--- config.mk ---
export PLATFORM = sky130hd
export DESIGN_NAME = fsk_encoder
export DESIGN_NICKNAME = d
export VERILOG_FILES = /design/src/rtl/fsk_pkg.sv /design/src/rtl/fsk_bit_fifo.sv /design/src/rtl/fsk_encoder.sv
export SDC_FILE = /design/constraint.sdc
export NUM_CORES = 1
export LEC_CHECK = 0
export ABC_AREA = 1
export ABC_CLOCK_PERIOD_IN_PS = 3250
export CELL_PAD_IN_SITES_DETAIL_PLACEMENT = 2
export CELL_PAD_IN_SITES_GLOBAL_PLACEMENT = 2
export CORE_ASPECT_RATIO = 0.5
export CORE_UTILIZATION = 35
export CTS_CLUSTER_DIAMETER = 40
export CTS_CLUSTER_SIZE = 12
export DETAILED_ROUTE_END_ITERATION = 12
export GPL_TIMING_DRIVEN = 0
export PLACE_DENSITY = 0.81
export SYNTH_ARGS = -nofsm -noshare
export SYNTH_HDL_FRONTEND = slang
export SYNTH_SLANG_ARGS = --single-unit
--- constraint.sdc ---
create_clock -name clock -period 3.25 [get_ports clock]
set_input_delay 0.65 -clock clock [delete_from_list [all_inputs] [get_ports clock]]
set_output_delay 0.65 -clock clock [all_outputs]
set_load 0.02 [all_outputs]
--- src/rtl/fsk_pkg.sv ---
// Shared FSK constants and state type; the downstream decoder uses the same
// SYMBOL_CYCLES window so encoder and decoder stay symbol-aligned.
package fsk_pkg;

    localparam int unsigned SYMBOL_CYCLES    = 33;
    localparam int unsigned HALF_PERIOD_ONE  = 1;
    localparam int unsigned HALF_PERIOD_ZERO = 4;
    localparam int unsigned FIFO_DEPTH       = 2;

    typedef enum logic [0:0] {
        IDLE = 1'b0,
        SEND = 1'b1
    } fsk_state_t;

    // Bits needed to hold values 0..n-1, never less than one.
    function automatic int unsigned width_of(input int unsigned n);
        return (n <= 1) ? 1 : $clog2(n);
    endfunction

endpackage

--- src/rtl/fsk_bit_fifo.sv ---
// Small circular bit buffer feeding the FSK encoder: valid/ready push,
// pop strobe, and count/empty/full status from the registered occupancy.
module fsk_bit_fifo #(
    parameter int unsigned DEPTH = fsk_pkg::FIFO_DEPTH
) (
    input  logic                                       clock,
    input  logic                                       reset,
    input  logic                                       push_valid,
    input  logic                                       push_bit,
    output logic                                       push_ready,
    input  logic                                       pop,
    output logic                                       head,
    output logic [fsk_pkg::width_of(DEPTH + 1) - 1:0]  count,
    output logic                                       empty,
    output logic                                       full
);
    import fsk_pkg::*;

    localparam int unsigned PW = width_of(DEPTH);
    localparam int unsigned CW = width_of(DEPTH + 1);
    localparam logic [PW-1:0] PTR_LAST = PW'(DEPTH - 1);

    logic [DEPTH-1:0] mem;
    logic [PW-1:0]    rd_ptr;
    logic [PW-1:0]    wr_ptr;
    logic             do_push;
    logic             do_pop;

    // Status comes only from the registered count, so a same-cycle pop
    // never raises push_ready.
    assign full       = (count == CW'(DEPTH));
    assign empty      = (count == '0);
    assign push_ready = !full;
    assign do_push    = push_valid && push_ready;
    assign do_pop     = pop && !empty;
    assign head       = mem[rd_ptr];

    always_ff @(posedge clock) begin
        if (reset) begin
            rd_ptr <= '0;
            wr_ptr <= '0;
            count  <= '0;
        end else begin
            if (do_push) begin
                wr_ptr <= (wr_ptr == PTR_LAST) ? '0 : wr_ptr + PW'(1);
            end
            if (do_pop) begin
                rd_ptr <= (rd_ptr == PTR_LAST) ? '0 : rd_ptr + PW'(1);
            end
            case ({do_push, do_pop})
                2'b10:   count <= count + CW'(1);
                2'b01:   count <= count - CW'(1);
                default: count <= count;
            endcase
        end
    end

    // Storage needs no reset: pointers and count define what is valid.
    always_ff @(posedge clock) begin
        if (do_push) begin
            mem[wr_ptr] <= push_bit;
        end
    end

endmodule

--- src/rtl/fsk_encoder.sv ---
// Buffered FSK modulator: each bit becomes a SYMBOL_CYCLES-long square-wave
// symbol. Define FSK_ENCODER_IDLE_TONE_EN for a continuous "0" tone while idle.
module fsk_encoder #(
    parameter int unsigned SYMBOL_CYCLES    = fsk_pkg::SYMBOL_CYCLES,
    parameter int unsigned HALF_PERIOD_ONE  = fsk_pkg::HALF_PERIOD_ONE,
    parameter int unsigned HALF_PERIOD_ZERO = fsk_pkg::HALF_PERIOD_ZERO,
    parameter int unsigned FIFO_DEPTH       = fsk_pkg::FIFO_DEPTH
) (
    input  logic clock,
    input  logic reset,
    input  logic in_valid,
    input  logic in_bit,
    output logic in_ready,
    output logic out_wave,
    output logic sym_start,
    output logic busy
);
    import fsk_pkg::*;

    localparam int unsigned HALF_MAX = (HALF_PERIOD_ONE > HALF_PERIOD_ZERO) ?
                                       HALF_PERIOD_ONE : HALF_PERIOD_ZERO;
    localparam int unsigned SW = width_of(SYMBOL_CYCLES);
    localparam int unsigned HW = width_of(HALF_MAX);
    localparam int unsigned CW = width_of(FIFO_DEPTH + 1);

    localparam logic [SW-1:0] SYM_LAST       = SW'(SYMBOL_CYCLES - 1);
    localparam logic [HW-1:0] HALF_LAST_ONE  = HW'(HALF_PERIOD_ONE - 1);
    localparam logic [HW-1:0] HALF_LAST_ZERO = HW'(HALF_PERIOD_ZERO - 1);

    fsk_state_t    state;
    logic [SW-1:0] sym_cnt;
    logic [HW-1:0] half_cnt;
    logic          cur_bit;

    logic          fifo_head;
    logic          fifo_empty;
    logic          fifo_full;
    logic [CW-1:0] fifo_count;
    logic          pop;
    logic          sym_last;
    logic          half_last;
    logic          unused_fifo_status;

    fsk_bit_fifo #(
        .DEPTH (FIFO_DEPTH)
    ) u_fifo (
        .clock      (clock),
        .reset      (reset),
        .push_valid (in_valid),
        .push_bit   (in_bit),
        .push_ready (in_ready),
        .pop        (pop),
        .head       (fifo_head),
        .count      (fifo_count),
        .empty      (fifo_empty),
        .full       (fifo_full)
    );

    // Occupancy detail is not needed here; ready and empty carry it.
    assign unused_fifo_status = ^{fifo_count, fifo_full};

    assign sym_last  = (state == SEND) && (sym_cnt == SYM_LAST);
    assign half_last = cur_bit ? (half_cnt == HALF_LAST_ONE)
                               : (half_cnt == HALF_LAST_ZERO);
    // Fetch a new bit when idle, or on the final symbol cycle for a gapless handoff.
    assign pop = !fifo_empty && ((state == IDLE) || sym_last);

    always_ff @(posedge clock) begin
        if (reset) begin
            state     <= IDLE;
            sym_cnt   <= '0;
            half_cnt  <= '0;
            cur_bit   <= 1'b0;
            out_wave  <= 1'b0;
            sym_start <= 1'b0;
            busy      <= 1'b0;
        end else begin
            sym_start <= 1'b0;
            if (pop) begin
                state     <= SEND;
                cur_bit   <= fifo_head;
                sym_cnt   <= '0;
                half_cnt  <= '0;
                out_wave  <= 1'b0;
                sym_start <= 1'b1;
                busy      <= 1'b1;
            end else begin
                case (state)
                    SEND: begin
                        if (sym_last) begin
                            state    <= IDLE;
                            busy     <= 1'b0;
                            sym_cnt  <= '0;
                            half_cnt <= '0;
                            out_wave <= 1'b0;
                        end else begin
                            sym_cnt <= sym_cnt + SW'(1);
                            if (half_last) begin
                                half_cnt <= '0;
                                out_wave <= ~out_wave;
                            end else begin
                                half_cnt <= half_cnt + HW'(1);
                            end
                        end
                    end
                    IDLE: begin
`ifdef FSK_ENCODER_IDLE_TONE_EN
                        if (half_cnt == HALF_LAST_ZERO) begin
                            half_cnt <= '0;
                            out_wave <= ~out_wave;
                        end else begin
                            half_cnt <= half_cnt + HW'(1);
                        end
`else
                        half_cnt <= '0;
                        out_wave <= 1'b0;
`endif
                    end
                    default: begin
                        state <= IDLE;
                    end
                endcase
            end
        end
    end

endmodule
Word-level counts from Yosys, hierarchy flattened
Cells that the tools add are included.
{"block": "op_classes", "addsub": 6, "n_mul": 0, "div": 0, "order_cmp": 3, "eq_ne": 6, "n_shift": 0, "n_mux": 23, "bitwise": 2, "n_reduce_logical": 15}
{"op": "$mux W1", "n": 15}
{"op": "$pmux W2 S2", "n": 2}
{"op": "$add A6 B1 Y6 const B", "n": 1}
{"op": "$eq A2 B2 Y1 const B", "n": 3}
{"op": "$eq A6 B6 Y1 const B", "n": 1}
{"op": "$mux W6", "n": 1}
{"op": "$reduce_bool A2 Y1", "n": 3}
{"op": "$logic_and A1 B1 Y1", "n": 5}
{"op": "$add A2 B1 Y2 const B", "n": 2}
{"op": "$logic_not A2 Y1", "n": 2}
{"op": "$lt A1 B2 Y1 const B", "n": 2}
{"op": "$mux W2", "n": 2}
{"op": "$ne A3 B1 Y1 const B", "n": 1}
{"op": "$add A1 B1 Y1 const B", "n": 2}
{"op": "$bwmux W2", "n": 1}
{"op": "$eq A2 B1 Y1 const B", "n": 1}
{"op": "$logic_not A1 Y1", "n": 2}
{"op": "$not A1 Y1", "n": 2}
{"op": "$pmux W1 S2", "n": 1}
{"op": "$reduce_and A2 Y1", "n": 1}
{"op": "$reduce_or A2 Y1", "n": 1}
{"op": "$sub A2 B1 Y2 const B", "n": 1}
{"op": "$demux W1 S1", "n": 1}
{"op": "$ge A1 B1 Y1 const B", "n": 1}
{"op": "$logic_or A1 B1 Y1", "n": 1}
{"block": "word_totals", "register_bits": 19, "latch_bits": 0, "ramBits": 0, "romBits": 0, "in_bits": 4, "out_inout_bits": 4, "wordCells": 66, "memories": 0}

Depth between registers and ports, before layout
Gate-level depths: netlist of the first run.
{"block": "logic_depth", "depth_word": 7, "mapped_depth": 12, "ltp_nobuf": 12}

Cells and area by module
From an unflattened synthesis of the first run, not the netlist that was laid out.
{"block": "unflattened", "cells_unflattened": 121, "area_unflattened_um2": 991.0}
{"module": "fsk_encoder", "instances": 1, "cells_per_inst": 79, "area_per_inst_um2": 661.9, "seq_area_each_um2": 260.2}
{"module": "fsk_bit_fifo", "instances": 1, "cells_per_inst": 42, "area_per_inst_um2": 329.1, "seq_area_each_um2": 140.1}

Worst setup path after synthesis of the first run
Ideal clock, no wire load.
{"block": "synth_path", "kind": "flip-flop to flip-flop", "from": "register sym_cnt[0]", "to": "register u_fifo.count[1] (netlist bit)", "setup_time_ns": 0.119, "arrival_ns": 1.562, "t_required_ns": 3.131, "path_slack_ns": 1.568, "path_stages_with_launch": 12, "path_buffers": 0, "period_less_slack_ns": 1.682, "path_cell_list": "dfxtp_1 inv_1 ha_1 nand3_4 nand2_4 nand2_4 inv_1 ha_1 nor2_1 nand2_1 o21ai_0 a21oi_1"}
{"block": "synth_via", "elab_chain_len": 7, "elab_cells_between_ends": 9, "classes_between": "eq/ne: 3; mux: 1; reduce/logical: 5"}
{"item": "from (decl)", "line_no": "fsk_encoder.sv:31", "text": "logic [SW-1:0] sym_cnt;"}
{"item": "from (signal assigned)", "line_no": "fsk_encoder.sv:97", "text": "sym_cnt <= sym_cnt + SW'(1);"}
{"item": "$eq A6 B6 Y1 (*)", "line_no": "fsk_encoder.sv:62", "text": "assign sym_last = (state == SEND) && (sym_cnt == SYM_LAST);"}
{"item": "$logic_and A1 B1 Y1 (*)", "line_no": "fsk_encoder.sv:62"}
{"item": "$logic_or A1 B1 Y1 (*)", "line_no": "fsk_encoder.sv:66", "text": "assign pop = !fifo_empty && ((state == IDLE) || sym_last);"}
{"item": "$logic_and A1 B1 Y1 (*)", "line_no": "fsk_encoder.sv:66"}
{"item": "net pop", "line_no": "fsk_encoder.sv:39", "text": "logic pop;"}
{"item": "$logic_and A1 B1 Y1 (*)", "line_no": "fsk_bit_fifo.sv:35", "text": "assign do_pop = pop && !empty;"}
{"item": "$eq A2 B1 Y1 / $eq A2 B2 Y1 (equally long branches)", "line_no": "fsk_bit_fifo.sv:50", "text": "case ({do_push, do_pop})"}
{"item": "$pmux W2 S2 / $reduce_bool A2 Y1 (equally long branches)"}
{"item": "to (signal assigned)", "line_no": "fsk_bit_fifo.sv:51", "text": "2'b10: count <= count + CW'(1);"}
{"item": "to (signal assigned)", "line_no": "fsk_bit_fifo.sv:52", "text": "2'b01: count <= count - CW'(1);"}
{"item": "to (signal assigned)", "line_no": "fsk_bit_fifo.sv:53", "text": "default: count <= count;"}
{"item": "to (decl)", "line_no": "fsk_bit_fifo.sv:13", "text": "output logic [fsk_pkg::width_of(DEPTH + 1) - 1:0] count,"}
Mark *: on every way through the listed nets, which the timed path passes. The rest lies on a longest branch.
A chain may end at the register's enable or synchronous reset.

Worst setup path after layout of the first run
{"block": "layout_path", "from": "register u_fifo.count[0] (netlist bit)", "to": "output port in_ready"}
{"block": "layout_via", "elab_chain_len": 2}
{"item": "$eq A2 B2 Y1", "line_no": "fsk_bit_fifo.sv:31", "text": "assign full = (count == CW'(DEPTH));"}
{"item": "$logic_not A1 Y1", "line_no": "fsk_bit_fifo.sv:33", "text": "assign push_ready = !full;"}
{"item": "to (decl)", "line_no": "fsk_encoder.sv:13", "text": "output logic in_ready,"}
Every way passes these cells.

==> impl_results.rst, run 1 <==
.. list-table::
   :header-rows: 1

   * - Metric
     - Value
   * - Run status
     - complete, no violations
   * - Number of iterations in the first detailed-routing pass
     - 2
   * - Net total in the final layout
     - 132
   * - Post-detailed-route count of antenna-violating nets
     - 0
   * - Biggest area contributors in the synthesized netlist
     - sky130_fd_sc_hd__dfxtp_1 (37%), sky130_fd_sc_hd__nand2_1 (8.6%), sky130_fd_sc_hd__ha_1 (6.8%)
   * - Top flip-flop cell by instance count after synthesis
     - sky130_fd_sc_hd__dfxtp_1
   * - Routed wire length per instance
     - 14.2 um
   * - Total via count after detailed routing
     - 745
   * - Area leader, netlist
     - sky130_fd_sc_hd__dfxtp_1
   * - Number of buffers added by the clock tree synthesis step
     - 3
   * - P_int
     - 516 uW
   * - Slew at the pin closest to its max-slew limit
     - 324 ps
   * - Worst path max stage delay
     - 620 ps
   * - Number of buffers and inverters on the critical path
     - 2
   * - Via-to-Cell Ratio
     - 4.75
   * - Remaining global-route overflow
     - 0
   * - Setup violation total in the final timing report
     - 0
   * - RSZ-0062 raised after global routing
     - no
   * - Sequential Power Share
     - 38.8%
   * - Total count of hold-check failures in the final report
     - 0
   * - Final critical delay including setup and external delays
     - 2150 ps
   * - Hold Crit Class
     - reg -> reg
   * - Clock latency on the worst-skew pair
     - approximately 260 ps
   * - Layout cells sized above 1
     - 17.2%
   * - Top achievable clock speed
     - 465 MHz
   * - Max rail drop VDD
     - 363 uV
   * - Worst relative slew slack
     - around four fifths
   * - Proportion of total power due to net switching
     - between 40% and 50%
   * - Area added between synthesis and finish
     - 17.4%
   * - Start-to-end type of the worst setup path
     - reg -> out
   * - Die width
     - 74.5 um
   * - CP Cell Sequence
     - inv_1 -> nand2_1 -> clkdlybuf4s50_1
   * - Number of instances resized during post-cts repair
     - 0
   * - Share of flip-flops with an asynchronous set or reset after synthesis
     - 0%
   * - GRT Util Overall
     - 19.8%
   * - Wire length of the first global-routing pass
     - 3910 um
   * - Area of the die
     - 2850 um^2
   * - Number of max-cap violations
     - 0
   * - Area of the core
     - 2340 um^2
   * - Family of cells with the greatest summed delay on the critical path
     - buffers and inverters
   * - Synth top area share
     - 37.0%
   * - Setup Slack @ Placement
     - 1140 ps
   * - Library cell used as clock root buffer
     - sky130_fd_sc_hd__clkbuf_8
   * - Num Clock Sinks
     - 19
   * - Netlist area before placement
     - slightly above 900 um^2
   * - Std-Cell Rows
     - 12
   * - Post-detailed-routing wire length
     - ~2200 um
   * - Setup crit start kind
     - flip-flop
   * - Top-count cell post-synth
     - sky130_fd_sc_hd__nand2_1
   * - Die extent in y
     - 38.3 um
   * - Number of nets produced by synthesis
     - 120
   * - Vias in the first global route
     - a little under 900
   * - Internal reg-to-reg setup slack
     - ~1300 ps
   * - P_sw
     - 353 uW
   * - Critical-path maximum fanout
     - 4
   * - Fraction of the cycle the final worst path needs
     - 66.2%
   * - Cells on worst reg2reg path
     - 11
   * - Clock network fraction of total power
     - about a fifth
   * - Final weighted congestion of routability-driven global placement
     - 0.689
   * - Number of placed cells counting well taps
     - 153
   * - Flops & latches, synth
     - 19
   * - Max Root-Sink Buffers
     - 2
   * - Number of flops mapped to enable cells by yosys
     - 2
   * - Maximum number of pins on one net before global-route repair
     - 12
   * - CP required
     - about 2600 ps
   * - Iteration-0 DRC Markers
     - 13
   * - Count of buffers inserted at the top-level ports
     - 7
   * - Top cell types by occurrence after synthesis
     - sky130_fd_sc_hd__nand2_1 (21), sky130_fd_sc_hd__dfxtp_1 (17), sky130_fd_sc_hd__inv_1 (15)
   * - Avg Cell Area, Syn
     - 8.30 um^2
   * - Distinct cell type count after synthesis
     - 23
   * - Path length in cells of the critical path
     - 3
   * - I/O pin total
     - 8
   * - Count of unresolved DRC violations after routing
     - 0
   * - Antenna violations before repair
     - 0
   * - Final TNS setup
     - 0 ps
   * - Antenna diode count
     - 0
   * - Number of cells traversed by the worst hold path
     - 1
   * - Cell leakage power
     - 0.000456 uW
   * - Clock Skew
     - around 5.4 ps
   * - Final cell count without fillers
     - between 150 and 200
   * - Post-synthesis cell count
     - 111
   * - Power Total
     - 869 uW
   * - Pwr dens
     - 803 nW/um^2
   * - Clock tree from TritonCTS
     - built
   * - Post-DP HPWL
     - ~1700 um
   * - Total count of max-transition violations in the final report
     - 0
   * - Deepest level of the CTS H-tree
     - 1
   * - CP Capture Type
     - output port
   * - Hold Buf Count CTS
     - 0
   * - Share of the yosys chip area belonging to registers
     - between 40% and 50%
   * - Comb pwr share
     - 41.8%
   * - Buffers inserted by post-CTS timing repair
     - 0
   * - Worst-path clk slew
     - 80 ps
   * - Initial core utilization
     - 39.3%
   * - Yosys warnings
     - 0
   * - Final critical-path setup slack
     - 1100 ps
   * - Cell type of the slowest stage on the worst timing path
     - sky130_fd_sc_hd__clkdlybuf4s50_1
   * - Hold slack final
     - ~460 ps
   * - Data arrival time at the worst-slack endpoint
     - ~1500 ps
final timing paths:
path,from,endpoint
setup / recovery,u_fifo.count[0]$_SDFFE_PP0P_,in_ready
hold / removal,half_cnt[0]$_SDFF_PP0_,half_cnt[0]$_SDFF_PP0_
setup reg to reg,sym_cnt[0]$_SDFFE_PP0P_,u_fifo.count[1]$_SDFFE_PP0P_
hold reg to reg,half_cnt[0]$_SDFF_PP0_,half_cnt[0]$_SDFF_PP0_
sequential cells by signal, indices dropped and copies added, names as in the netlist:
register and count:
busy 1, state 1, sym_start 1, u_fifo.mem 2, u_fifo.wr_ptr 1, out_wave 1, u_fifo.count 2, half_cnt 2
cur_bit 1, sym_cnt 6, u_fifo.rd_ptr 1
layout by cell type, fill, tap and decap left out, types with 3 or more instances in the layout:
cell type / instances
sky130_fd_sc_hd__dfxtp_1: 17
sky130_fd_sc_hd__inv_1: 15
sky130_fd_sc_hd__nor2_2: 7
sky130_fd_sc_hd__clkdlybuf4s50_1: 7
sky130_fd_sc_hd__nor2_1: 10
sky130_fd_sc_hd__nand2_1: 21
sky130_fd_sc_hd__clkbuf_8: 3
sky130_fd_sc_hd__o21ai_0: 3
sky130_fd_sc_hd__nand4_1: 4
sky130_fd_sc_hd__nand3_1: 6
sky130_fd_sc_hd__a21oi_1: 4
sky130_fd_sc_hd__nand2_4: 4
sky130_fd_sc_hd__ha_1: 5
layer usage:
metal | vias to the layer above | global-route usage (%) | wire length [um]
li1 | 371 | - | -
met1 | 360 | 19.0 | 909
met2 | 10 | 41.2 | 1230
met3 | 4 | 6.32 | 66
met4 | 0 | 5.66 | 27
met5 | - | 0 | 0
cell type report:
type / instances / area (um^2)
Timing Repair Buffer: 7 / 70.1
Inverter: 17 / 68.8
Multi-Input combinational cell: 74 / 440
Sequential cell: 19 / 400
Buffer: 1 / 11.3
Clock inverter: 1 / 5.00
Tap cell: 35 / 43.8
Clock buffer: 3 / 41.3
Fill cell: 273 / 1260
through the flow:
stage / util, % / instance area (um^2)
floorplan: - / 921
global placement: 44.2 / 1030
detailed placement: 44.2 / 1030
CTS: 46.2 / 1080
global route: 46.2 / 1080
finish: 46.2 / 1080
cells by family (layout without fill, tap and decap cells):
kind of cell / Yosys count / count (layout) / synth area share [%]
buf+inv: 18 / 29 / 8.69
simple gates: 58 / 58 / 33.8
fa+ha+maj: 5 / 5 / 6.79
xor+xnor: 3 / 3 / 2.85
compound gates: 8 / 8 / 4.35
flops: 19 / 19 / 43.5
power groups by stage:
stage                     Sequential (uW)  Combinational [uW]  Clock, uW
after floorplan                       344                 247          0
after global placement                335                 332          0
after detailed placement              342                 365          0
after CTS                             338                 373        171
after global routing                  346                 407        181
final                                 337                 363        168
No activity file was read; power rests on OpenSTA's default activity.
==> run 2: changes to the inputs <==
- ABC_CLOCK_PERIOD_IN_PS: 3250 -> 2300
- CORE_UTILIZATION: 35 -> 33
- PLACE_DENSITY: 0.81 -> 0.77
- clock period: 3.25 -> 2.3 ns (I/O delays scaled with it)
==> run 2 against run 1 <==
Against the previous run:
- final cell count is 1.3% higher
- critical path depth stayed put
- worst setup slack worse by 690 ps
- first-iteration DRC count is 54% lower
- non-clock buffer count stayed put
- clock power is 41% higher
- sequential power is 40% higher
- routed wire length is 16% lower
- critical path type unchanged
- largest cell class unchanged
- largest power group unchanged
==> impl_results.rst, run 2 (synthesis results as in run 1) <==
.. list-table::
   :header-rows: 1

   * - Metric
     - Value
   * - Run status
     - complete, no violations (unchanged)
   * - Antenna diode count
     - 0 (unchanged)
   * - Final TNS setup
     - 0 ps (unchanged)
   * - I/O pin total
     - 8 (unchanged)
   * - Post-DP HPWL
     - 1470 um (was 1750 um)
   * - Vias in the first global route
     - 651 (was 895)
   * - Max rail drop VDD
     - 417 uV (was 363 uV)
   * - Setup crit start kind
     - flip-flop (unchanged)
   * - Layout cells sized above 1
     - 16.4% (was 17.2%)
   * - Final standard cell utilization of the core
     - 41.3% (was 46.2%)
   * - Number of instances resized during post-cts repair
     - 0 (unchanged)
   * - Die width
     - 76.7 um (was 74.5 um)
   * - Deepest level of the CTS H-tree
     - 1 (unchanged)
   * - Sequential Power Share
     - 39.3% (was 38.8%)
   * - Proportion of total power due to net switching
     - 39.3% (was 40.6%)
   * - Hold Buf Count CTS
     - 0 (unchanged)
   * - Iteration-0 DRC Markers
     - 6 (was 13)
   * - Register name with the most flops
     - sym_cnt (unchanged)
   * - Data arrival time at the worst-slack endpoint
     - 1430 ps (was 1500 ps)
   * - CP required
     - 1840 ps (was 2600 ps)
   * - Family of cells with the greatest summed delay on the critical path
     - buffers and inverters (unchanged)
   * - Flip-flop count of the largest register, all copies and words added
     - 6 (unchanged)
   * - Number of buffers and inverters on the critical path
     - 2 (unchanged)
   * - Post-detailed-route count of antenna-violating nets
     - 0 (unchanged)
   * - Slew at the pin closest to its max-slew limit
     - 296 ps (was 324 ps)
   * - Final critical delay including setup and external delays
     - 1890 ps
   * - Leading cell type in the layout, fill and taps excluded
     - sky130_fd_sc_hd__nand2_1 (unchanged)
   * - Cell leakage power
     - 0.000453 uW (was 0.000456 uW)
   * - Num Clock Sinks
     - 19 (unchanged)
   * - Top achievable clock speed
     - 530 MHz
   * - Max Root-Sink Buffers
     - 2 (unchanged)
   * - Maximum number of pins on one net before global-route repair
     - 11 (was 12)
   * - Critical-path maximum fanout
     - 4 (unchanged)
   * - Count of buffers inserted at the top-level ports
     - 7 (unchanged)
   * - GRT Util Overall
     - 14.6% (was 19.8%)
   * - Total count of max-transition violations in the final report
     - 0 (unchanged)
   * - Total via count after detailed routing
     - 701 (was 745)
   * - RSZ-0062 raised after global routing
     - no (unchanged)
   * - Worst path max stage delay
     - 610 ps (was 620 ps)
   * - Final weighted congestion of routability-driven global placement
     - 0.690 (was 0.689)
   * - P_int
     - 731 uW (was 516 uW)
   * - CP Capture Type
     - output port (unchanged)
   * - Worst relative slew slack
     - 80.1% (was 78.2%)
   * - Initial core utilization
     - 35.2% (was 39.3%)
   * - Count of unresolved DRC violations after routing
     - 0 (unchanged)
   * - Post-detailed-routing wire length
     - 1870 um (was 2230 um)
   * - Area added between synthesis and finish
     - 17.5% (was 17.4%)
   * - Total count of hold-check failures in the final report
     - 0 (unchanged)
   * - Hold Crit Class
     - reg -> reg (unchanged)
   * - Setup violation total in the final timing report
     - 0 (unchanged)
   * - Number of buffers added by the clock tree synthesis step
     - 3 (unchanged)
   * - Fraction of the cycle the final worst path needs
     - 82.1%
   * - Remaining global-route overflow
     - 0 (unchanged)
   * - Clock Skew
     - 3.26 ps (was 5.39 ps)
   * - CP Cell Sequence
     - inv_1 -> nand2_1 -> clkdlybuf4s50_1 (unchanged)
   * - Library cell used as clock root buffer
     - sky130_fd_sc_hd__clkbuf_8 (unchanged)
   * - Commonest non-fill, non-tap cells in the layout
     - sky130_fd_sc_hd__nand2_1 (21), sky130_fd_sc_hd__dfxtp_1 (17), sky130_fd_sc_hd__inv_1 (15) (unchanged)
   * - Clock latency on the worst-skew pair
     - 260 ps (about the same)
   * - Cell type of the slowest stage on the worst timing path
     - sky130_fd_sc_hd__clkdlybuf4s50_1 (unchanged)
   * - Clock tree from TritonCTS
     - built (unchanged)
   * - Clock network fraction of total power
     - 19.7% (was 19.4%)
   * - Number of max-cap violations
     - 0 (unchanged)
   * - Buffers inserted by post-CTS timing repair
     - 0 (unchanged)
   * - Worst-path clk slew
     - 70 ps (was 80 ps)
   * - P_sw
     - 472 uW (was 353 uW)
   * - Die extent in y
     - 39.4 um (was 38.3 um)
   * - Routed wire length per instance
     - 11.8 um (was 14.2 um)
   * - Number of iterations in the first detailed-routing pass
     - 4 (was 2)
   * - Antenna violations before repair
     - 0 (unchanged)
   * - Net total in the final layout
     - 132 (unchanged)
   * - Start-to-end type of the worst setup path
     - reg -> out (unchanged)
   * - Wire length of the first global-routing pass
     - 3160 um (was 3910 um)
   * - Count of fill cells added during filler insertion
     - 308 (was 273)
   * - Via-to-Cell Ratio
     - 4.41 (was 4.75)
   * - Area of the core
     - 2620 um^2 (was 2340 um^2)
   * - Area of the die
     - 3020 um^2 (was 2850 um^2)
   * - Pwr dens
     - 1110 nW/um^2 (was 803 nW/um^2)
   * - Std-Cell Rows
     - 13 (was 12)
   * - Comb pwr share
     - 41.0% (was 41.8%)
==> run 2: final cells by class <==
type / instances / area (um^2) / share of cell area [%]
sequential: 19 / 400 / 37.0
multi-input combinational: 74 / 440 / 40.7
timing repair buffer: 7 / 70.1 / 6.47
inverter: 17 / 68.8 / 6.36
tap: 37 / 46.3 / 4.28
clock buffer: 4 / 45.0 / 4.16
buffer: 1 / 11.3 / 1.04
==> run 2: per-layer routing <==
metal  track usage, %  part of all wire, %  vias up
li1                 -                    -      367
met1             18.2                   51      323
met2             24.3                   45        8
met3             5.58                  3.6        3
met4             2.88                 0.85        0
met5                0                    0        -
==> run 2: final timing paths <==
kind | from | end | slack, ps | cells past startpoint
worst min-delay path | half_cnt[0]$_SDFF_PP0_ | half_cnt[0]$_SDFF_PP0_ | 450 | 1
worst max-delay path | u_fifo.count[0]$_SDFFE_PP0P_ | in_ready | 410 | 3
worst min register to register | half_cnt[0]$_SDFF_PP0_ | half_cnt[0]$_SDFF_PP0_ | 450 | 1
worst max register to register | sym_cnt[0]$_SDFFE_PP0P_ | u_fifo.count[1]$_SDFFE_PP0P_ | 420 | 11
==> run 2: power groups by stage <==
stage / Sequential [uW] / Combinational, uW / Clock [uW]
2_1_floorplan: 487 / 350 / 0
3_3_place_gp: 478 / 483 / 0
3_5_place_dp: 482 / 504 / 0
4_1_cts: 475 / 508 / 247
5_1_grt: 483 / 567 / 262
6_report: 473 / 494 / 237
==> run 2: through the flow <==
step	cell area (um^2)	total power, uW	hold WS, ps	std cells	setup slack [ps]
5_1_grt	1080	1310	467	159	224
4_1_cts	1080	1230	454	159	399
3_3_place_gp	1040	960	430	155	467
6_report	1080	1200	450	159	412
3_5_place_dp	1040	986	440	155	402
2_1_floorplan	921	836	417	111	618
==> run 3: changes to the inputs <==
- ABC_CLOCK_PERIOD_IN_PS: 2300 -> 1700
- CORE_UTILIZATION: 33 -> 30
- PLACE_DENSITY: 0.77 -> 0.74
- clock period: 2.3 -> 1.7 ns (I/O delays scaled with it)
==> run 3 against run 2 <==
Against the previous run:
- hold slack about the same
- critical path depth grew 8
- count of clock-buffer cells in the layout unchanged
- global-route usage decreased by 0.96 points
- routed wire length grew 8.6%
- sequential power up 36%
- power increased by 45%
- clock skew fell by 0.53 ps
- non-clock buffer count grew 4
- worst setup slack got worse by 320 ps
==> impl_results.rst, run 3 (synthesis results as in run 1) <==
.. list-table::
   :header-rows: 1

   * - Metric
     - Value
   * - Detailed-routed wire length on met2
     - 1040 um (was 835 um)
   * - Num Clock Sinks
     - 19 (unchanged)
   * - Fraction of the cycle the final worst path needs
     - 94.6%
   * - Total count of hold-check failures in the final report
     - 0 (unchanged)
   * - Initial core utilization
     - 33.5% (was 35.2%)
   * - Area of the die
     - 3310 um^2 (was 3020 um^2)
   * - Final cell count without fillers
     - 163 (was 159)
   * - Sequential Power Share
     - 36.7% (was 39.3%)
   * - P_int
     - 1080 uW (was 731 uW)
   * - Clock tree from TritonCTS
     - built (unchanged)
   * - Critical-path maximum fanout
     - 4 (unchanged)
   * - Start-to-end type of the worst setup path
     - reg -> reg (was reg -> out)
   * - Iteration-0 DRC Markers
     - 15 (was 6)
   * - Antenna diode count
     - 0 (unchanged)
   * - Capture point of the worst path
     - u_fifo.count[1]$_SDFFE_PP0P_ (was in_ready)
   * - Data arrival time at the worst-slack endpoint
     - 1760 ps (was 1430 ps)
   * - Number of iterations in the first detailed-routing pass
     - 4 (unchanged)
   * - Final TNS setup
     - 0 ps (unchanged)
   * - Via-to-Cell Ratio
     - 4.61 (was 4.41)
   * - CP Capture Type
     - flip-flop (was output port)
   * - Worst-path clk slew
     - 70 ps (about the same)
   * - Deepest level of the CTS H-tree
     - 1 (unchanged)
   * - Vias in the first global route
     - 696 (was 651)
   * - Flip-flop count of the largest register, all copies and words added
     - 6 (unchanged)
   * - Area of the core
     - 2750 um^2 (was 2620 um^2)
   * - Number of placed cells counting well taps
     - 155 (unchanged)
   * - Final standard cell utilization of the core
     - 41.6% (was 41.3%)
   * - I/O pin total
     - 8 (unchanged)
   * - Post-detailed-route count of antenna-violating nets
     - 0 (unchanged)
   * - Run status
     - complete, no violations (unchanged)
   * - Wire length of the first global-routing pass
     - 3150 um (was 3160 um)
   * - Hold Crit Class
     - reg -> reg (unchanged)
   * - Commonest non-fill, non-tap cells in the layout
     - sky130_fd_sc_hd__nand2_1 (21), sky130_fd_sc_hd__dfxtp_1 (15), sky130_fd_sc_hd__inv_1 (14) (was sky130_fd_sc_hd__nand2_1 (21), sky130_fd_sc_hd__dfxtp_1 (17), sky130_fd_sc_hd__inv_1 (15))
   * - Worst R2R End
     - u_fifo.count[1]$_SDFFE_PP0P_ (unchanged)
   * - Final critical delay including setup and external delays
     - 1610 ps
   * - Pwr dens
     - 1530 nW/um^2 (was 1110 nW/um^2)
   * - Count of unresolved DRC violations after routing
     - 0 (unchanged)
   * - Final weighted congestion of routability-driven global placement
     - 0.699 (was 0.690)
   * - Hold Buf Count CTS
     - 0 (unchanged)
   * - Top achievable clock speed
     - between 600 and 700 MHz
   * - Power Total
     - 1740 uW (was 1200 uW)
   * - Count of buffers inserted at the top-level ports
     - 7 (unchanged)
   * - Proportion of total power due to net switching
     - 38.4% (was 39.3%)
   * - Post-detailed-routing wire length
     - 2030 um (was 1870 um)
   * - Clock latency on the worst-skew pair
     - 250 ps (was 260 ps)
   * - Cell leakage power
     - 0.000474 uW (was 0.000453 uW)
   * - Library cell used as clock root buffer
     - sky130_fd_sc_hd__clkbuf_8 (unchanged)
   * - Post-DP HPWL
     - 1500 um (was 1470 um)
   * - Total via count after detailed routing
     - 752 (was 701)
   * - Antenna violations before repair
     - 0 (unchanged)
   * - CP required
     - 1850 ps (was 1840 ps)
   * - Max Root-Sink Buffers
     - 2 (unchanged)
   * - Routed wire length per instance
     - 12.5 um (was 11.8 um)
   * - Maximum number of pins on one net before global-route repair
     - 11 (unchanged)
   * - Clock network fraction of total power
     - 17.9% (was 19.7%)
   * - Die width
     - 80.4 um (was 76.7 um)
   * - Number of buffers added by the clock tree synthesis step
     - 3 (unchanged)
   * - Routed length on met1
     - 923 um (was 953 um)
   * - Max rail drop VDD
     - 623 uV (was 417 uV)
   * - Worst relative slew slack
     - 79.0% (was 80.1%)
   * - Setup crit start
     - sym_cnt[0]$_SDFFE_PP0P_ (was u_fifo.count[0]$_SDFFE_PP0P_)
   * - Setup violation total in the final timing report
     - 0 (unchanged)
   * - Remaining global-route overflow
     - 0 (unchanged)
   * - Total count of max-transition violations in the final report
     - 0 (unchanged)
   * - Leading cell type in the layout, fill and taps excluded
     - sky130_fd_sc_hd__nand2_1 (unchanged)
   * - Internal reg-to-reg setup slack
     - 90 ps (was 420 ps)
   * - Cells on worst reg2reg path
     - 11 (unchanged)
   * - Die extent in y
     - 41.2 um (was 39.4 um)
   * - Layout cells sized above 1
     - 23.0% (was 16.4%)
   * - Std-Cell Rows
     - 13 (unchanged)
   * - Top routing layer used
     - met4 (unchanged)
   * - Setup crit start kind
     - flip-flop (unchanged)
   * - Net total in the final layout
     - 136 (was 132)
   * - P_sw
     - 669 uW (was 472 uW)
   * - Area added between synthesis and finish
     - 24.2% (was 17.5%)
   * - Slew at the pin closest to its max-slew limit
     - 311 ps (was 296 ps)
   * - Startpoint of the most critical register-to-register path
     - sym_cnt[0]$_SDFFE_PP0P_ (unchanged)
   * - Register name with the most flops
     - sym_cnt (unchanged)
   * - Number of max-cap violations
     - 0 (unchanged)
   * - Comb pwr share
     - 45.3% (was 41.0%)
   * - Detailed-routed wire length on met3
     - 57 um (was 68 um)
   * - Clock Skew
     - 2.73 ps (was 3.26 ps)
   * - GRT Util Overall
     - 13.6% (was 14.6%)
## run 3: cell count changes in the layout (fill, tap and decap cells not counted), sizes merged
cell and delta:
buf +4, clkdlybuf4s50 -1, dlygate4sd2 +1
## run 3: power groups by stage
stage               clock network, uW  registers, uW  logic [uW]
CTS                               328            643         677
floorplan                           0            659         473
detailed placement                  0            650         673
global route                      351            657         877
global placement                    0            646         651
finish                            313            641         791
## run 3: how the worst min path moves through the flow
stage / from / end / slack (ps) / depth (start not counted)
finish: half_cnt[0]$_SDFF_PP0_ / half_cnt[0]$_SDFF_PP0_ / 450 / 1
global route: half_cnt[0]$_SDFF_PP0_ / half_cnt[0]$_SDFF_PP0_ / 480 / 1
CTS: half_cnt[0]$_SDFF_PP0_ / half_cnt[0]$_SDFF_PP0_ / 460 / 1
detailed placement: half_cnt[0]$_SDFF_PP0_ / half_cnt[0]$_SDFF_PP0_ / 440 / 1
global placement: half_cnt[0]$_SDFF_PP0_ / half_cnt[0]$_SDFF_PP0_ / 430 / 1
floorplan: half_cnt[0]$_SDFF_PP0_ / half_cnt[0]$_SDFF_PP0_ / 420 / 1
## run 3: metrics by stage
stage	setup slack [ps]	cell area, um^2	hold WS (ps)
finish	91.7	1140	450
global route	-5.14	1140	480
CTS	-76.6	1090	456
detailed placement	-151	1040	443
global placement	-109	1040	434
floorplan	18.2	921	417
## run 3: routing by layer
layer	vias up	global-route usage, %
met4	0	5.36
met3	2	4.67
met1	362	15.6
met2	8	24.6
met5	-	0
li1	380	-
## run 3: final cells by class
class | count | area (um^2)
Multi-Input combinational cell | 74 | 470
Inverter | 17 | 68.8
Sequential cell | 19 | 403
Buffer | 1 | 11.3
Tap cell | 37 | 46.3
Timing Repair Buffer | 11 | 98.8
Clock buffer | 4 | 45.0
Fill cell | 321 | 1610
## run 3: repair_timing
action                                  CTS  global route
endpoints found under the setup margin    3             2
setup buffers                             0             4
pin swaps                                 0             3
resized for setup                         4             5
## run 3: critical path, stage by stage (launching register included)
cell and delay, ps:
sky130_fd_sc_hd__dfxtp_2 330, sky130_fd_sc_hd__inv_1 100, sky130_fd_sc_hd__ha_4 150, sky130_fd_sc_hd__nand3_4 100, sky130_fd_sc_hd__nand2_4 120, sky130_fd_sc_hd__nand2_4 60
sky130_fd_sc_hd__inv_1 90, sky130_fd_sc_hd__ha_4 210, sky130_fd_sc_hd__nor2_1 90, sky130_fd_sc_hd__nand2_1 70, sky130_fd_sc_hd__o21ai_1 120, sky130_fd_sc_hd__a21oi_1 50
